File: src/rtl/pipe_hazard_pkg.sv
// Shared types and helpers for the pipeline hazard and forwarding controller.
package pipe_hazard_pkg;

   // Widest register address the stage entries can hold; narrower addresses are zero-extended.
   localparam int RD_MAX_W = 8;

   localparam int FWD_RF = 0;

   typedef struct packed {
      logic                valid;
      logic [RD_MAX_W-1:0] rd;
      logic                reg_write;
      logic                mem_read;
   } stage_entry_t;

   function automatic int sel_w(input int stages);
      return $clog2(stages + 1);
   endfunction

   function automatic logic is_producer(input stage_entry_t e);
      return e.valid && e.reg_write && (e.rd != '0);
   endfunction

endpackage

File: src/rtl/pipe_hazard_ctrl_match.sv
// hazard_src_match: finds the youngest in-flight producer of one source operand
// and reports whether that producer is a load whose data is not yet available.
module hazard_src_match
   import pipe_hazard_pkg::*;
#(
   parameter int STAGES     = 3,
   parameter int REG_ADDR_W = 5,
   parameter int LOAD_STAGE = 3,
   parameter int SEL_W      = sel_w(STAGES)
) (
   input  logic [REG_ADDR_W-1:0]   rs,
   input  logic                    rs_used,
   input  stage_entry_t [STAGES-2:0] stage,
   output logic [SEL_W-1:0]        match_stage,
   output logic                    load_use
);

   int   win_j;
   logic win_load;

   // Scan oldest to youngest so the youngest producer overwrites any older match.
   always_comb begin
      win_j    = 0;
      win_load = 1'b0;
      if (rs_used && (rs != '0)) begin
         for (int j = STAGES - 1; j >= 1; j--) begin
            if (is_producer(stage[j-1]) && (stage[j-1].rd == RD_MAX_W'(rs))) begin
               win_j    = j;
               win_load = stage[j-1].mem_read;
            end
         end
      end
   end

   assign match_stage = SEL_W'(win_j);
   assign load_use    = win_load && ((win_j + 1) < LOAD_STAGE);

endmodule

File: src/rtl/pipe_hazard_ctrl.sv
// Hazard and forwarding controller: stage metadata shift register, load-use stall,
// branch flush and registered forwarding selects. Optional counters: PIPE_HAZARD_PERF_EN.
module pipe_hazard_ctrl
   import pipe_hazard_pkg::*;
#(
   parameter  int STAGES     = 3,
   parameter  int NUM_SRC    = 2,
   parameter  int REG_ADDR_W = 5,
   parameter  int LOAD_STAGE = 3,
   localparam int SEL_W      = sel_w(STAGES)
) (
   input  logic                          clk,
   input  logic                          arst_n,
   input  logic                          enable,
   input  logic                          id_valid,
   input  logic [NUM_SRC*REG_ADDR_W-1:0] id_rs,
   input  logic [NUM_SRC-1:0]            id_rs_used,
   input  logic [REG_ADDR_W-1:0]         id_rd,
   input  logic                          id_reg_write,
   input  logic                          id_mem_read,
   input  logic                          ex_branch_taken,
   output logic                          stall_id,
   output logic                          flush_if_id,
   output logic [NUM_SRC*SEL_W-1:0]      fwd_sel_ex,
   output logic [STAGES-1:0]             stage_valid,
   output logic [31:0]                   stall_cnt,
   output logic [31:0]                   flush_cnt
);

   // The last stage is never matched (write-through register file), so only its valid bit is kept.
   stage_entry_t [STAGES-2:0] stage_q;
   logic                      last_valid_q;

   stage_entry_t              id_entry;
   logic [NUM_SRC-1:0]        load_use;
   logic [SEL_W-1:0]          match_stage [NUM_SRC];
   logic [NUM_SRC*SEL_W-1:0]  sel_next;
   logic                      hazard;
   logic                      advance;

   for (genvar i = 0; i < NUM_SRC; i++) begin : g_src
      hazard_src_match #(
         .STAGES     (STAGES),
         .REG_ADDR_W (REG_ADDR_W),
         .LOAD_STAGE (LOAD_STAGE),
         .SEL_W      (SEL_W)
      ) u_match (
         .rs          (id_rs[i*REG_ADDR_W +: REG_ADDR_W]),
         .rs_used     (id_rs_used[i]),
         .stage       (stage_q),
         .match_stage (match_stage[i]),
         .load_use    (load_use[i])
      );
   end

   assign hazard      = |load_use;
   assign stall_id    = id_valid & hazard & ~ex_branch_taken;
   assign flush_if_id = ex_branch_taken & stage_q[0].valid;
   assign advance     = id_valid & ~stall_id & ~flush_if_id;

   always_comb begin
      id_entry = '0;
      if (advance) begin
         id_entry.valid     = 1'b1;
         id_entry.rd        = RD_MAX_W'(id_rd);
         id_entry.reg_write = id_reg_write;
         id_entry.mem_read  = id_mem_read;
      end
   end

   // A match in stage j is one stage older by the time the consumer reaches EX.
   always_comb begin
      sel_next = '0;
      for (int i = 0; i < NUM_SRC; i++) begin
         sel_next[i*SEL_W +: SEL_W] = SEL_W'(FWD_RF);
         if (advance && (match_stage[i] != '0)) begin
            sel_next[i*SEL_W +: SEL_W] = match_stage[i] + SEL_W'(1);
         end
      end
   end

   always_ff @(posedge clk) begin
      if (!arst_n) begin
         stage_q      <= '0;
         last_valid_q <= 1'b0;
         fwd_sel_ex   <= '0;
      end else if (enable) begin
         last_valid_q <= stage_q[STAGES-2].valid;
         for (int k = STAGES - 2; k >= 1; k--) begin
            stage_q[k] <= stage_q[k-1];
         end
         stage_q[0]   <= id_entry;
         fwd_sel_ex   <= sel_next;
      end
   end

   always_comb begin
      stage_valid = '0;
      for (int k = 0; k < STAGES - 1; k++) begin
         stage_valid[k] = stage_q[k].valid;
      end
      stage_valid[STAGES-1] = last_valid_q;
   end

`ifdef PIPE_HAZARD_PERF_EN
   // Saturating event counters; frozen along with the rest of the state when enable is low.
   always_ff @(posedge clk) begin
      if (!arst_n) begin
         stall_cnt <= '0;
         flush_cnt <= '0;
      end else if (enable) begin
         if (stall_id && (stall_cnt != '1)) begin
            stall_cnt <= stall_cnt + 32'd1;
         end
         if (flush_if_id && (flush_cnt != '1)) begin
            flush_cnt <= flush_cnt + 32'd1;
         end
      end
   end
`else
   assign stall_cnt = '0;
   assign flush_cnt = '0;
`endif

endmodule

File: config.mk
export PLATFORM = sky130hd
export DESIGN_NAME = pipe_hazard_ctrl
export DESIGN_NICKNAME = d
export VERILOG_FILES = /design/src/rtl/pipe_hazard_pkg.sv /design/src/rtl/pipe_hazard_ctrl_match.sv /design/src/rtl/pipe_hazard_ctrl.sv
export SDC_FILE = /design/constraint.sdc
export NUM_CORES = 1
export LEC_CHECK = 0
export BUFFER_PORTS_ARGS = -buffer_cell sky130_fd_sc_hd__buf_4
export CAP_MARGIN = 20
export CORE_MARGIN = 10
export CORE_UTILIZATION = 40
export CTS_CLUSTER_SIZE = 25
export DETAILED_ROUTE_END_ITERATION = 12
export GPL_TIMING_DRIVEN = 0
export PLACE_DENSITY_LB_ADDON = 0.15
export SLEW_MARGIN = 20
export SYNTH_ARGS = -nofsm -noshare
export SYNTH_HDL_FRONTEND = slang
export SYNTH_SLANG_ARGS = --single-unit
File: constraint.sdc
create_clock -name clk -period 2.8 [get_ports clk]
set_clock_uncertainty 0.1 [all_clocks]
set_input_delay 0.14 -clock clk [delete_from_list [all_inputs] [get_ports clk]]
set_output_delay 0.14 -clock clk [all_outputs]
set_load 0.05 [all_outputs]
After elaboration in Yosys (flattened, before gate mapping)
Index checks and enable logic that the tools add are counted.
- memories kept: 0
- bits in writable memories: 0
- flip-flop bits (word level): 27
- logic and storage cells: 64
- latch bits: 0
- memory bits (read-only): 0
- input bits: 24
- shift operators: 0
- reductions and logical operators: 21
- bitwise operators: 8
- divide/modulo/power cells: 0
- equal/unequal tests: 4
- $add $sub $neg: 4
- muxes and demuxes: 15
- multiply operators: 0
- $lt $le $gt $ge: 2
- operator list (cell ; count):
    32-bit by 2-bit adder with 32-bit output (second input constant) ; 2
    32-bit by 3-bit < comparator with 1-bit output (second input constant) ; 2
    32-bit 2-to-1 mux ; 2
    8-bit by 5-bit equality test with 1-bit output ; 4
    8-bit nonzero test ; 2
    1-bit logical AND ; 14
    2-bit 2-to-1 mux ; 6
    11-bit 2-to-1 mux ; 1
    5-bit nonzero test ; 2
    1-bit 2-to-1 mux ; 6
    1-bit bitwise AND ; 5
    2-bit by 1-bit adder with 2-bit output (second input constant) ; 2
    2-bit nonzero test ; 2
    1-bit NOT ; 3
    2-bit OR reduction ; 1

Logic depth before layout (Yosys ltp)
Gate-level depths: netlist of run 1.
- depth in word-level cells: 17
- depth in mapped cells: 13
- depth with buffers taken out: 12

By module
Synthesis of run 1 repeated with hierarchy kept, for this count alone.
- cell total of the unflattened synthesis: 197
- area total of the unflattened synthesis: 1727.9 µm²
- modules (own cells, without submodules) (module ; cells an instance ; sequential area each (µm²) ; instances ; area an instance (µm²)):
    pipe_hazard_ctrl ; 139 ; 420.4 ; 1 ; 1317.5
    hazard_src_match ; 29 ; 0.0 ; 2 ; 205.2

Worst setup path before layout of run 1
No wires, ideal clock.
- path type: register to output
- from: reg stage_q[2] (netlist name)
- to: out stall_id
- data arrival time: 2.692 ns
- stages on the path, launching flop included: 12
- slack: -0.132 ns
- path through: dfxtp_1 > or4_1 > o211ai_2 > nor4_2 > o211a_1 > inv_1 > ha_1 > nor2_1 > o211a_1 > a21bo_2 > a32oi_1 > nor2b_1
- longest elaborated chain between the ends: 11
- elaborated cells between the ends (all ways): 23
- classes of those cells: add/sub (2); order compare (2); eq/ne (2); mux (8); bitwise (2); reduce/logical (7)
- RTL lines (element ; RTL line ; text):
    start, declared ; pipe_hazard_ctrl.sv:31 ; stage_entry_t [STAGES-2:0] stage_q;
    start signal, assigned by index ; pipe_hazard_ctrl.sv:90 ; stage_q[k] <= stage_q[k-1];
    8-bit nonzero test ; pipe_hazard_pkg.sv:21 ; return e.valid && e.reg_write && (e.rd != '0);
    1-bit logical AND ; pipe_hazard_pkg.sv:21 ;
    1-bit logical AND ; pipe_hazard_ctrl_match.sv:27 ; if (is_producer(stage[j-1]) && (stage[j-1].rd == RD_MAX_W'(rs))) begin
    2-bit 2-to-1 mux ; pipe_hazard_ctrl_match.sv:27 ;
    32-bit 2-to-1 mux ; pipe_hazard_ctrl_match.sv:25 ; if (rs_used && (rs != '0)) begin
    32-bit by 2-bit adder with 32-bit output ; pipe_hazard_ctrl_match.sv:36 ; assign load_use = win_load && ((win_j + 1) < LOAD_STAGE);
    32-bit by 3-bit < comparator with 1-bit output ; pipe_hazard_ctrl_match.sv:36 ;
    1-bit logical AND ; pipe_hazard_ctrl_match.sv:36 ;
    2-bit OR reduction (*) ; pipe_hazard_ctrl.sv:56 ; assign hazard = |load_use;
    1-bit bitwise AND (*) (2 in series) ; pipe_hazard_ctrl.sv:57 ; assign stall_id = id_valid & hazard & ~ex_branch_taken;
    end, declared ; pipe_hazard_ctrl.sv:22 ; output logic stall_id,
Mark *: on every way between the ends. The rest lies on a longest branch, timed or not.

Worst setup path in the final report of run 1
- from: reg stage_q[2] (netlist name)
- to: reg fwd_sel_ex[2]
- longest elaborated chain between the ends: 16
- elaborated cells between the ends (all ways): 30
- classes of those cells: add/sub (3); order compare (2); eq/ne (2); mux (9); bitwise (5); reduce/logical (9)
- RTL lines (element ; RTL line ; text):
    8-bit nonzero test ; pipe_hazard_pkg.sv:21 ;
    1-bit logical AND ; pipe_hazard_pkg.sv:21 ;
    1-bit logical AND ; pipe_hazard_ctrl_match.sv:27 ;
    2-bit 2-to-1 mux ; pipe_hazard_ctrl_match.sv:27 ;
    32-bit 2-to-1 mux ; pipe_hazard_ctrl_match.sv:25 ;
    32-bit by 2-bit adder with 32-bit output ; pipe_hazard_ctrl_match.sv:36 ;
    32-bit by 3-bit < comparator with 1-bit output ; pipe_hazard_ctrl_match.sv:36 ;
    1-bit logical AND ; pipe_hazard_ctrl_match.sv:36 ;
    2-bit OR reduction ; pipe_hazard_ctrl.sv:56 ;
    1-bit bitwise AND (2 in series) ; pipe_hazard_ctrl.sv:57 ;
    1-bit NOT ; pipe_hazard_ctrl.sv:59 ; assign advance = id_valid & ~stall_id & ~flush_if_id;
    1-bit bitwise AND (2 in series) ; pipe_hazard_ctrl.sv:59 ;
    1-bit logical AND ; pipe_hazard_ctrl.sv:76 ; if (advance && (match_stage[i] != '0)) begin
    2-bit 2-to-1 mux (*) ; pipe_hazard_ctrl.sv:76 ;
    end signal, assigned ; pipe_hazard_ctrl.sv:93 ; fwd_sel_ex <= sel_next;
    end, declared ; pipe_hazard_ctrl.sv:24 ; output logic [NUM_SRC*SEL_W-1:0] fwd_sel_ex,
Marks and branches as above.
A chain may end at the register's enable or synchronous reset.

==> impl_results.md, run 1 <==
- Clk pin slew, worst setup/hold paths: 80 ps
- Vias per inst: 3.91
- Final setup margin: -200 ps
- Overall Power: 0.898 mW
- Fmax achieved: 333 MHz
- CTS sink cnt: 21
- Starting Density: 0.419
- Skew-Pair Late Insertion Delay: 260 ps
- PD cells: 355 nW/um^2
- Finish-stage setup viols: 13
- Mux contribution to synthesized area: 0.0526
- Initial antenna violation count: 0
- Area occupied by multi-input gates: 1040 sq um
- Minimum clock period: 3000 ps
- Largest family of logic cells by synthesized area: buffers and inverters
- Slew Limit Fails: 0
- DR pass1 iterations: 4
- Register area share after synthesis: 0.245
- R2R Path Start: stage_q[2]
- Synth cell types: 30
- Status: complete, but fails checks
- Slew margin rel.: 0.537
- Warning count from the yosys run: 0
- Synth Area in Compound Gates: 0.115
- DPL Wire Length: 3580 um
- Post-Layout Inst Area: 2530 sq um
- GR Util All Layers: 0.116
- CP Launch Type: flop
- Routed len/inst: 12.6 um
- DIE HEIGHT: 85.5 um
- Layout Cells excl Fill: 357
- Unrepaired setup endpoints after global routing: true
- Setup crit start: stage_q[2]
- Post-DP Area: 2270 sq um
- Final WL: 4500 um
- Initial drt markers: 38
- Failing checks: setup timing
- Die W: 85.5 um
- Xor/xnor share of the synthesized area: 0.102
- Worst hold slack: 7.32 ps
- Leakage: 1.35 nW
- Syn avg cell area: 9.07 sq um
- TNS Setup: -2040 ps
- Max rail drop VDD: 0.299 mV
- Layout cells sized above 1: 0.472
- Layout area overhead: 47.7%
- Routability Congestion: 0.776
- Critical path data arrival time: 3060 ps
- Worst-margin pin slew: 695 ps
- CP required: 2860 ps
- Filler cells: 378
- CP Capture Type: flop
- Number of max-cap violations: 0
- Fin util: 0.620
- Leading cell type in the layout, fill and taps excluded: buf_4
- Crit share post-route: 1.07
- # H-tree levels: 1
- Largest net degree at the start of global routing: 12
- Hold Path Origin: id_rd[3]
- Cells after DPL: 334
- Most frequent cells in the layout: buf_4, conb_1, xnor2_1
- Hold Path Class: in2reg
- Number of buffers created by CTS: 3
- Die ar.: 7300 sq um
- Register area: 442 sq um
- Final hold vios: 0
- Synth Instances: 189
- I/O pin cnt: 97
- Maximum clock insertion buffer count: 2
- Core area: 4090 sq um
- CTS tree: done
- Setup CP Type: reg2reg
- Adder-cell share of the synthesized area: 0.0292
- Diode count: 0
- Syn Std Cell Area: 1710 sq um
- Worst slack, placed: -290 ps
- Root buffer cell: clkbuf_8
- Routed via count: 1395
- Simple-gate share of the synthesized area: 0.139
- Port bufs: 32
- Register bit total from synthesis: 21
- Final nets: 336
- Worst-path maximum fanout: 5
- Remaining Overflow, GRT: 0
- Antenna Nets Post-Route: 0
- Row cnt: 23
- DRC: 0
- First-pass GRT wire length: 7050 um
- Vias in the first global route: 1422
[critical path: stages (launching register included)]
cell      delay [ps]
dfxtp_4          350
or4_4            540
o211ai_4         220
nor4_4            80
o211a_1          150
ha_2             180
nor2_1           100
o211a_1          250
nand3_2           90
or3_1            310
and3_4           180
buf_6            130
a32o_1           240
[cells by family (layout without fill, tap and decap cells)]
group	Yosys count	count (layout)
multiplexers	9	9
AND/OR/NAND/NOR	38	38
buffers and inverters	75	130
XOR/XNOR	20	20
AO/OA/AOI/OAI	21	21
flip-flops	21	21
adder cells (fa/ha/maj)	4	4
other	1	64
[cells in the mapped netlist]
cell type / n / share of area
a21bo_2: 1 / 0.0058
a21o_2: 1 / 0.0051
a22o_2: 7 / 0.041
a32o_1: 4 / 0.023
a32oi_1: 2 / 0.010
and2_1: 2 / 0.0073
and3_4: 1 / 0.0066
buf_4: 67 / 0.29
buf_6: 1 / 0.0066
clkbuf_1: 3 / 0.0066
conb_1: 1 / 0.0022
dfxtp_1: 21 / 0.25
ha_1: 4 / 0.029
inv_1: 4 / 0.0088
mux2i_1: 9 / 0.053
nand2_1: 1 / 0.0022
nand3_1: 6 / 0.018
nor2_1: 3 / 0.0066
nor2b_1: 13 / 0.047
nor3_1: 3 / 0.0088
nor4_2: 1 / 0.0073
o211a_1: 2 / 0.012
o211ai_1: 1 / 0.0044
o211ai_2: 1 / 0.0073
o21ai_0: 2 / 0.0058
or3_1: 1 / 0.0037
or4_1: 6 / 0.026
or4_2: 1 / 0.0051
xnor2_1: 13 / 0.066
xor2_1: 7 / 0.036
[state kept, by name (all words and copies together) (netlist names)]
| signal | cells |
|---|---|
| fwd_sel_ex | 4 |
| last_valid_q | 1 |
| stage_q | 14 |
| stage_valid | 2 |
[worst paths after layout]
path	to	slack [ps]	cells after the start
setup reg to reg	fwd_sel_ex[2]	-200	12
setup / recovery	fwd_sel_ex[2]	-200	12
hold reg to reg	fwd_sel_ex[1]	370	1
hold / removal	stage_q[5]	7	2
[final cells by class]
class | instances | area share
tap | 50 | 0.0247
clock buffer | 4 | 0.0178
multi-input combinational | 156 | 0.412
timing repair buffer | 51 | 0.158
buffer | 71 | 0.208
inverter | 4 | 0.00593
sequential | 21 | 0.174
[metal layers]
| layer | routed length (um) | up-vias | share of wire | track usage |
|---|---|---|---|---|
| met3 | 387 | 2 | 0.086 | 0.0411 |
| met5 | 0 | - | 0 | 0 |
| met4 | 11 | 0 | 0.0024 | 0.0180 |
| met1 | 1840 | 590 | 0.41 | 0.127 |
| met2 | 2250 | 54 | 0.50 | 0.211 |
| li1 | - | 749 | - | - |
[where the power goes]
group	total [mW]	leakage [nW]	switching, mW	internal [mW]
combinational	0.383	1.15	0.255	0.128
clock	0.199	0.0228	0.0979	0.101
sequential	0.316	0.176	0.0113	0.304
total	0.898	1.35	0.364	0.533
[what timing repair did]
action	CTS	global route
setup buffers	11	1
hold buffers	6	0
hold endpoints to repair	6	0
gates cloned	1	0
setup endpoints to repair	13	13
pin swaps	8	3
gates resized for setup	17	3
Note: power is estimated with default switching activity, not from simulation.
==> run 2, diff against run 1 <==
--- a/config.mk
+++ b/config.mk
@@ -7,12 +7,13 @@
 export LEC_CHECK = 0
 export BUFFER_PORTS_ARGS = -buffer_cell sky130_fd_sc_hd__buf_4
 export CAP_MARGIN = 20
-export CORE_MARGIN = 10
+export CORE_MARGIN = 4
 export CORE_UTILIZATION = 40
 export CTS_CLUSTER_SIZE = 25
 export DETAILED_ROUTE_END_ITERATION = 12
 export GPL_TIMING_DRIVEN = 0
 export PLACE_DENSITY_LB_ADDON = 0.15
+export SKIP_LAST_GASP = 1
 export SLEW_MARGIN = 20
 export SYNTH_ARGS = -nofsm -noshare
 export SYNTH_HDL_FRONTEND = slang
==> run 2 against run 1 <==
Against the previous run: the run still ends with setup timing left; clock power down 3%; global-route usage rose by 2.4 points; via count increased by 2.2%; final cell count up 0.56%; die area decreased by 26%; critical path depth unchanged; setup slack gained 25 ps; count of clock-buffer cells in the layout decreased by 1; worst hold slack improved by 0.69 ps; combinational power about the same; total power down 0.71%; utilization up 1.1 points; critical endpoint is now stall_id; largest power group unchanged.
==> impl_results.md, run 2 (synthesis gave the netlist of run 1 again) <==
- I/O pin cnt: 97 (unchanged)
- CP cell instances: or4_4 -> o211ai_4 -> nor4_4 -> nor3_4 -> ha_2 -> nor2_1 -> o211a_1 -> buf_4 -> a21bo_2 -> a32oi_2 -> nor2b_2 -> buf_6 (was or4_4 -> o211ai_4 -> nor4_4 -> o211a_1 -> ha_2 -> nor2_1 -> o211a_1 -> nand3_2 -> or3_1 -> and3_4 -> buf_6 -> a32o_1)
- Crit share post-route: 1.06 (was 1.07)
- Minimum clock period: 2970 ps (was 3000 ps)
- Die ar.: 5400 sq um (was 7300 sq um)
- CP required: 2560 ps (was 2860 ps)
- CP peak stage delay: 540 ps (about the same)
- Final WL: 3960 um (was 4500 um)
- # H-tree levels: 1 (unchanged)
- Final nets: 338 (was 336)
- Post-DP Area: 2270 sq um (unchanged)
- Worst-path maximum fanout: 3 (was 5)
- Routed via count: 1426 (was 1395)
- Post-Layout Inst Area: 2580 sq um (was 2530 sq um)
- Final setup margin: -175 ps (was -200 ps)
- Initial drt markers: 30 (was 38)
- Max stage delay cell, worst path: or4_4 (unchanged)
- Status: complete, but fails checks (unchanged)
- Maximum clock insertion buffer count: 2 (unchanged)
- Vias per inst: 3.97 (was 3.91)
- Row cnt: 23 (unchanged)
- Failing checks: setup timing (unchanged)
- Largest net degree at the start of global routing: 13 (was 12)
- DPL Wire Length: 3030 um (was 3580 um)
- Max rail drop VDD: 0.237 mV (was 0.299 mV)
- Layout cells sized above 1: 0.492 (was 0.472)
- CTS tree: done (unchanged)
- Slew Limit Fails: 0 (unchanged)
- Vias in the first global route: 1302 (was 1422)
- Max FFs per register: 14 (unchanged)
- First-pass GRT wire length: 5980 um (was 7050 um)
- Starting Density: 0.419 (unchanged)
- Diode count: 0 (unchanged)
- Skew-Pair Late Insertion Delay: 260 ps (about the same)
- Layout Cells excl Fill: 359 (was 357)
- Cells after DPL: 334 (unchanged)
- Number of max-cap violations: 0 (unchanged)
- TNS Setup: -1500 ps (was -2040 ps)
- Leakage: 1.37 nW (was 1.35 nW)
- CTS sink cnt: 21 (unchanged)
- Port bufs: 32 (unchanged)
- Final hold vios: 0 (unchanged)
- Fmax achieved: 336 MHz (was 333 MHz)
- Slew margin rel.: 0.554 (was 0.537)
- Die W: 73.5 um (was 85.5 um)
- CP Launch Type: flop (unchanged)
- Initial antenna violation count: 0 (unchanged)
- Clk pin slew, worst setup/hold paths: 80 ps (about the same)
- Leading cell type in the layout, fill and taps excluded: buf_4 (unchanged)
- Routability Congestion: 0.730 (was 0.776)
- Biggest register: stage_q (unchanged)
- Root buffer cell: clkbuf_8 (unchanged)
- DRC: 0 (unchanged)
- DIE HEIGHT: 73.5 um (was 85.5 um)
- Remaining Overflow, GRT: 0 (unchanged)
- Number of buffers created by CTS: 3 (unchanged)
- Most frequent cells in the layout: buf_4, conb_1, nor2b_1, dfxtp_1, xnor2_1 (was buf_4, conb_1, xnor2_1)
- Core area: 4090 sq um (unchanged)
- Overall Power: 0.891 mW (was 0.898 mW)
- PD cells: 346 nW/um^2 (was 355 nW/um^2)
- Critical path data arrival time: 2730 ps (was 3060 ps)
- Antenna Nets Post-Route: 0 (unchanged)
- Fin util: 0.631 (was 0.620)
- Setup CP Type: reg2out (was reg2reg)
- DR pass1 iterations: 4 (unchanged)
- CP Capture Type: output port (was flop)
- GR Util All Layers: 0.140 (was 0.116)
- Finish-stage setup viols: 13 (unchanged)
- Unrepaired setup endpoints after global routing: true (unchanged)
- Filler cells: 354 (was 378)
- Worst-margin pin slew: 669 ps (was 695 ps)
- Routed len/inst: 11.0 um (was 12.6 um)
- Layout area overhead: 50.4% (was 47.7%)
- Hold Path Class: in2reg (unchanged)
==> run 2: metal layers <==
layer	GRT usage	routed length, um	up-vias
met2	0.255	2080	61
met4	0.0241	29	0
met1	0.164	1440	606
li1	-	-	755
met3	0.0356	410	4
met5	0	0	-
==> run 2: final timing paths <==
check	from	depth (start not counted)	end	slack (ps)
max	stage_q[6]	12	stall_id	-170
min	id_rd[1]	2	stage_q[3]	8
max reg2reg	stage_q[6]	14	fwd_sel_ex[1]	-150
min reg2reg	fwd_sel_ex[0]	1	fwd_sel_ex[0]	370
==> run 2: area by class of cell <==
cell class | instances | area (sq um) | area share
inverters | 4 | 15.0 | 0.00583
clock inverters | 1 | 5.00 | 0.00194
clock buffers | 3 | 41.3 | 0.0160
repair buffers | 53 | 417 | 0.162
flip-flops and latches | 21 | 447 | 0.173
plain buffers | 71 | 526 | 0.204
well taps | 50 | 62.6 | 0.0243
multi-input cells | 156 | 1060 | 0.413
==> run 2: repair_timing <==
action / CTS / global route
resized for setup: 17 / 10
endpoints found under the hold margin: 6 / 0
hold buffers: 6 / 0
setup endpoints to repair: 13 / 13
gates cloned: 1 / 0
pin swaps: 6 / 8
setup buffers: 8 / 6
==> run 2: worst max-delay path: cells and delay by family (launching register included) <==
family / cells / cell delay, ps
compound gates: 4 / 720
flops: 1 / 350
simple gates: 5 / 910
buf+inv: 2 / 290
fa+ha+maj: 1 / 200
==> run 2: through the flow <==
| step | setup WS [ps] | hold WS [ps] |
|---|---|---|
| after floorplan | -41.2 | 171 |
| after global placement | -281 | 256 |
| after detailed placement | -294 | 257 |
| after CTS | -185 | 3.05 |
| after global routing | -298 | 14.8 |
| final | -175 | 8.01 |
==> run 2: report_power, final <==
group	switching [mW]	total, mW	internal [mW]
sequential	0.0122	0.315	0.303
combinational	0.252	0.382	0.131
clock	0.0953	0.194	0.0990
==> run 3, diff against run 2 <==
--- a/config.mk
+++ b/config.mk
@@ -13,6 +13,7 @@
 export DETAILED_ROUTE_END_ITERATION = 12
 export GPL_TIMING_DRIVEN = 0
 export PLACE_DENSITY_LB_ADDON = 0.15
+export SKIP_CTS_REPAIR_TIMING = 1
 export SKIP_LAST_GASP = 1
 export SLEW_MARGIN = 20
 export SYNTH_ARGS = -nofsm -noshare
==> run 3 against run 2 <==
Against the previous run: maximum frequency down 1.3%; highest routed layer unchanged; the run still ends with setup timing left; largest power group unchanged; total power down 0.42%; non-clock buffer count is 13 lower; die area is the same; critical path type is now reg2reg.
==> impl_results.md, run 3 (synthesis gave the netlist of run 1 again) <==
- Status: complete, but fails checks (unchanged)
- Failing checks: setup timing (unchanged)
- Finish-stage setup viols: 13 (unchanged)
- # H-tree levels: 1 (unchanged)
- Leakage: 1.28 nW (was 1.37 nW)
- Port bufs: 32 (unchanged)
- Fmax achieved: 332 MHz (was 336 MHz)
- I/O pin cnt: 97 (unchanged)
- Number of max-cap violations: 0 (unchanged)
- Clk pin slew, worst setup/hold paths: 80 ps (about the same)
- CTS sink cnt: 21 (unchanged)
- Met1 Usage GRT: 0.150 (was 0.164)
- Crit share post-route: 1.08 (was 1.06)
- DR pass1 iterations: 4 (unchanged)
- First-pass GRT wire length: 5380 um (was 5980 um)
- CTS tree: done (unchanged)
- Most frequent cells in the layout: buf_4, conb_1, xnor2_1 (was buf_4, conb_1, nor2b_1, dfxtp_1, xnor2_1)
- Met3 usage: 0.0356 (unchanged)
- Filler cells: 374 (was 354)
- Layout cells sized above 1: 0.453 (was 0.492)
- Diode count: 0 (unchanged)
- CP Capture Type: flop (was output port)
- Post-DP Area: 2270 sq um (unchanged)
- Slew margin rel.: 0.555 (was 0.554)
- Busiest grt layer: met2 (unchanged)
- Final WL: 3640 um (was 3960 um)
- Die W: 73.5 um (unchanged)
- Vias per inst: 3.93 (was 3.97)
- Row cnt: 23 (unchanged)
- Root buffer cell: clkbuf_8 (unchanged)
- Routed via count: 1361 (was 1426)
- Core area: 4090 sq um (unchanged)
- DPL Wire Length: 3030 um (unchanged)
- Slew Limit Fails: 0 (unchanged)
- Vias in the first global route: 1168 (was 1302)
- Maximum clock insertion buffer count: 2 (unchanged)
- Routability Congestion: 0.730 (unchanged)
- Leading cell type in the layout, fill and taps excluded: buf_4 (unchanged)
- Remaining Overflow, GRT: 0 (unchanged)
- Number of buffers created by CTS: 3 (unchanged)
- Minimum clock period: 3010 ps (was 2970 ps)
- Hold Path Class: in2reg (unchanged)
- Critical path data arrival time: 3070 ps (was 2730 ps)
- Biggest register: stage_q (unchanged)
- CP required: 2860 ps (was 2560 ps)
- Antenna Nets Post-Route: 0 (unchanged)
- Unrepaired setup endpoints after global routing: true (unchanged)
- Overall Power: 0.888 mW (was 0.891 mW)
- Initial drt markers: 26 (was 30)
- Final hold vios: 0 (unchanged)
- DRC: 0 (unchanged)
- Met2 GRT Util: 0.219 (was 0.255)
- Initial antenna violation count: 0 (unchanged)
- Worst-margin pin slew: 667 ps (was 669 ps)
- Final setup margin: -214 ps (was -175 ps)
- Layout Cells excl Fill: 346 (was 359)
- Post-Layout Inst Area: 2430 sq um (was 2580 sq um)
- Max FFs per register: 14 (unchanged)
- Layout area overhead: 41.8% (was 50.4%)
- DIE HEIGHT: 73.5 um (unchanged)
- PD cells: 365 nW/um^2 (was 346 nW/um^2)
- CP Launch Type: flop (unchanged)
- Die ar.: 5400 sq um (unchanged)
- Setup CP Type: reg2reg (was reg2out)
- GR Util All Layers: 0.125 (was 0.140)
- Max rail drop VDD: 0.259 mV (was 0.237 mV)
- Worst hold slack: 1.26 ps (was 8.01 ps)
- Largest net degree at the start of global routing: 13 (unchanged)
- Final nets: 325 (was 338)
- Routed len/inst: 10.5 um (was 11.0 um)
- Cells after DPL: 334 (unchanged)
- Skew-Pair Late Insertion Delay: 260 ps (about the same)
- Starting Density: 0.419 (unchanged)
- Worst-path maximum fanout: 10 (was 3)
run 3: cell count changes in the layout (fill, tap and decap cells not counted), moves of 3 or more:
cell / previous run / this run
xnor2_2: 3 / 0
dfxtp_2: 3 / 7
buf_4: 113 / 102
dfxtp_4: 6 / 2
xnor2_1: 10 / 13
run 3: area by class of cell:
class	count	area [sq um]	share of cell area
clock buffers	3	41.3	0.0170
flip-flops and latches	21	437	0.180
inverters	4	15.0	0.00618
clock inverters	1	5.00	0.00206
multi-input cells	156	1030	0.424
repair buffers	40	313	0.129
well taps	50	62.6	0.0257
plain buffers	71	526	0.216
run 3: per-stage QoR:
step	worst slack (ps)	utilization	setup TNS, ps
after floorplan	-41.2	-	-82.5
after global placement	-281	0.555	-2770
after detailed placement	-294	0.555	-3000
after CTS	-418	0.566	-3410
after global routing	-344	0.595	-3810
final	-214	0.595	-2190
run 3: where the power goes:
part           switching (mW)  leakage [nW]  internal, mW
clock network          0.0963        0.0255        0.0990
logic                   0.249          1.08         0.126
registers              0.0121         0.175         0.306
run 3: routing by layer:
metal / vias to the layer above / part of all wire / wire (um)
li1: 729 / - / -
met1: 565 / 0.37 / 1330
met2: 65 / 0.51 / 1860
met3: 2 / 0.12 / 436
met4: 0 / 0.0038 / 14
met5: - / 0 / 0
run 3: path summary, 6_finish.rpt:
check                startpoint             to  slack (ps)  cells past startpoint
setup / recovery     stage_q[6]  fwd_sel_ex[2]        -210                     12
hold / removal         id_rd[0]     stage_q[2]           1                      2
setup reg to reg     stage_q[6]  fwd_sel_ex[2]        -210                     12
hold reg to reg   fwd_sel_ex[0]  fwd_sel_ex[0]         380                      1
run 3: critical path, cell delays in order, from the launching register on:
cell and delay (ps):
dfxtp_4 370, or4_4 540, o211ai_4 240, nor4_4 100
o211a_1 140, ha_2 180, nor2_1 100, o211a_1 210
nand3_1 80, or3_1 300, and3_4 160, buf_6 140
a32o_1 240
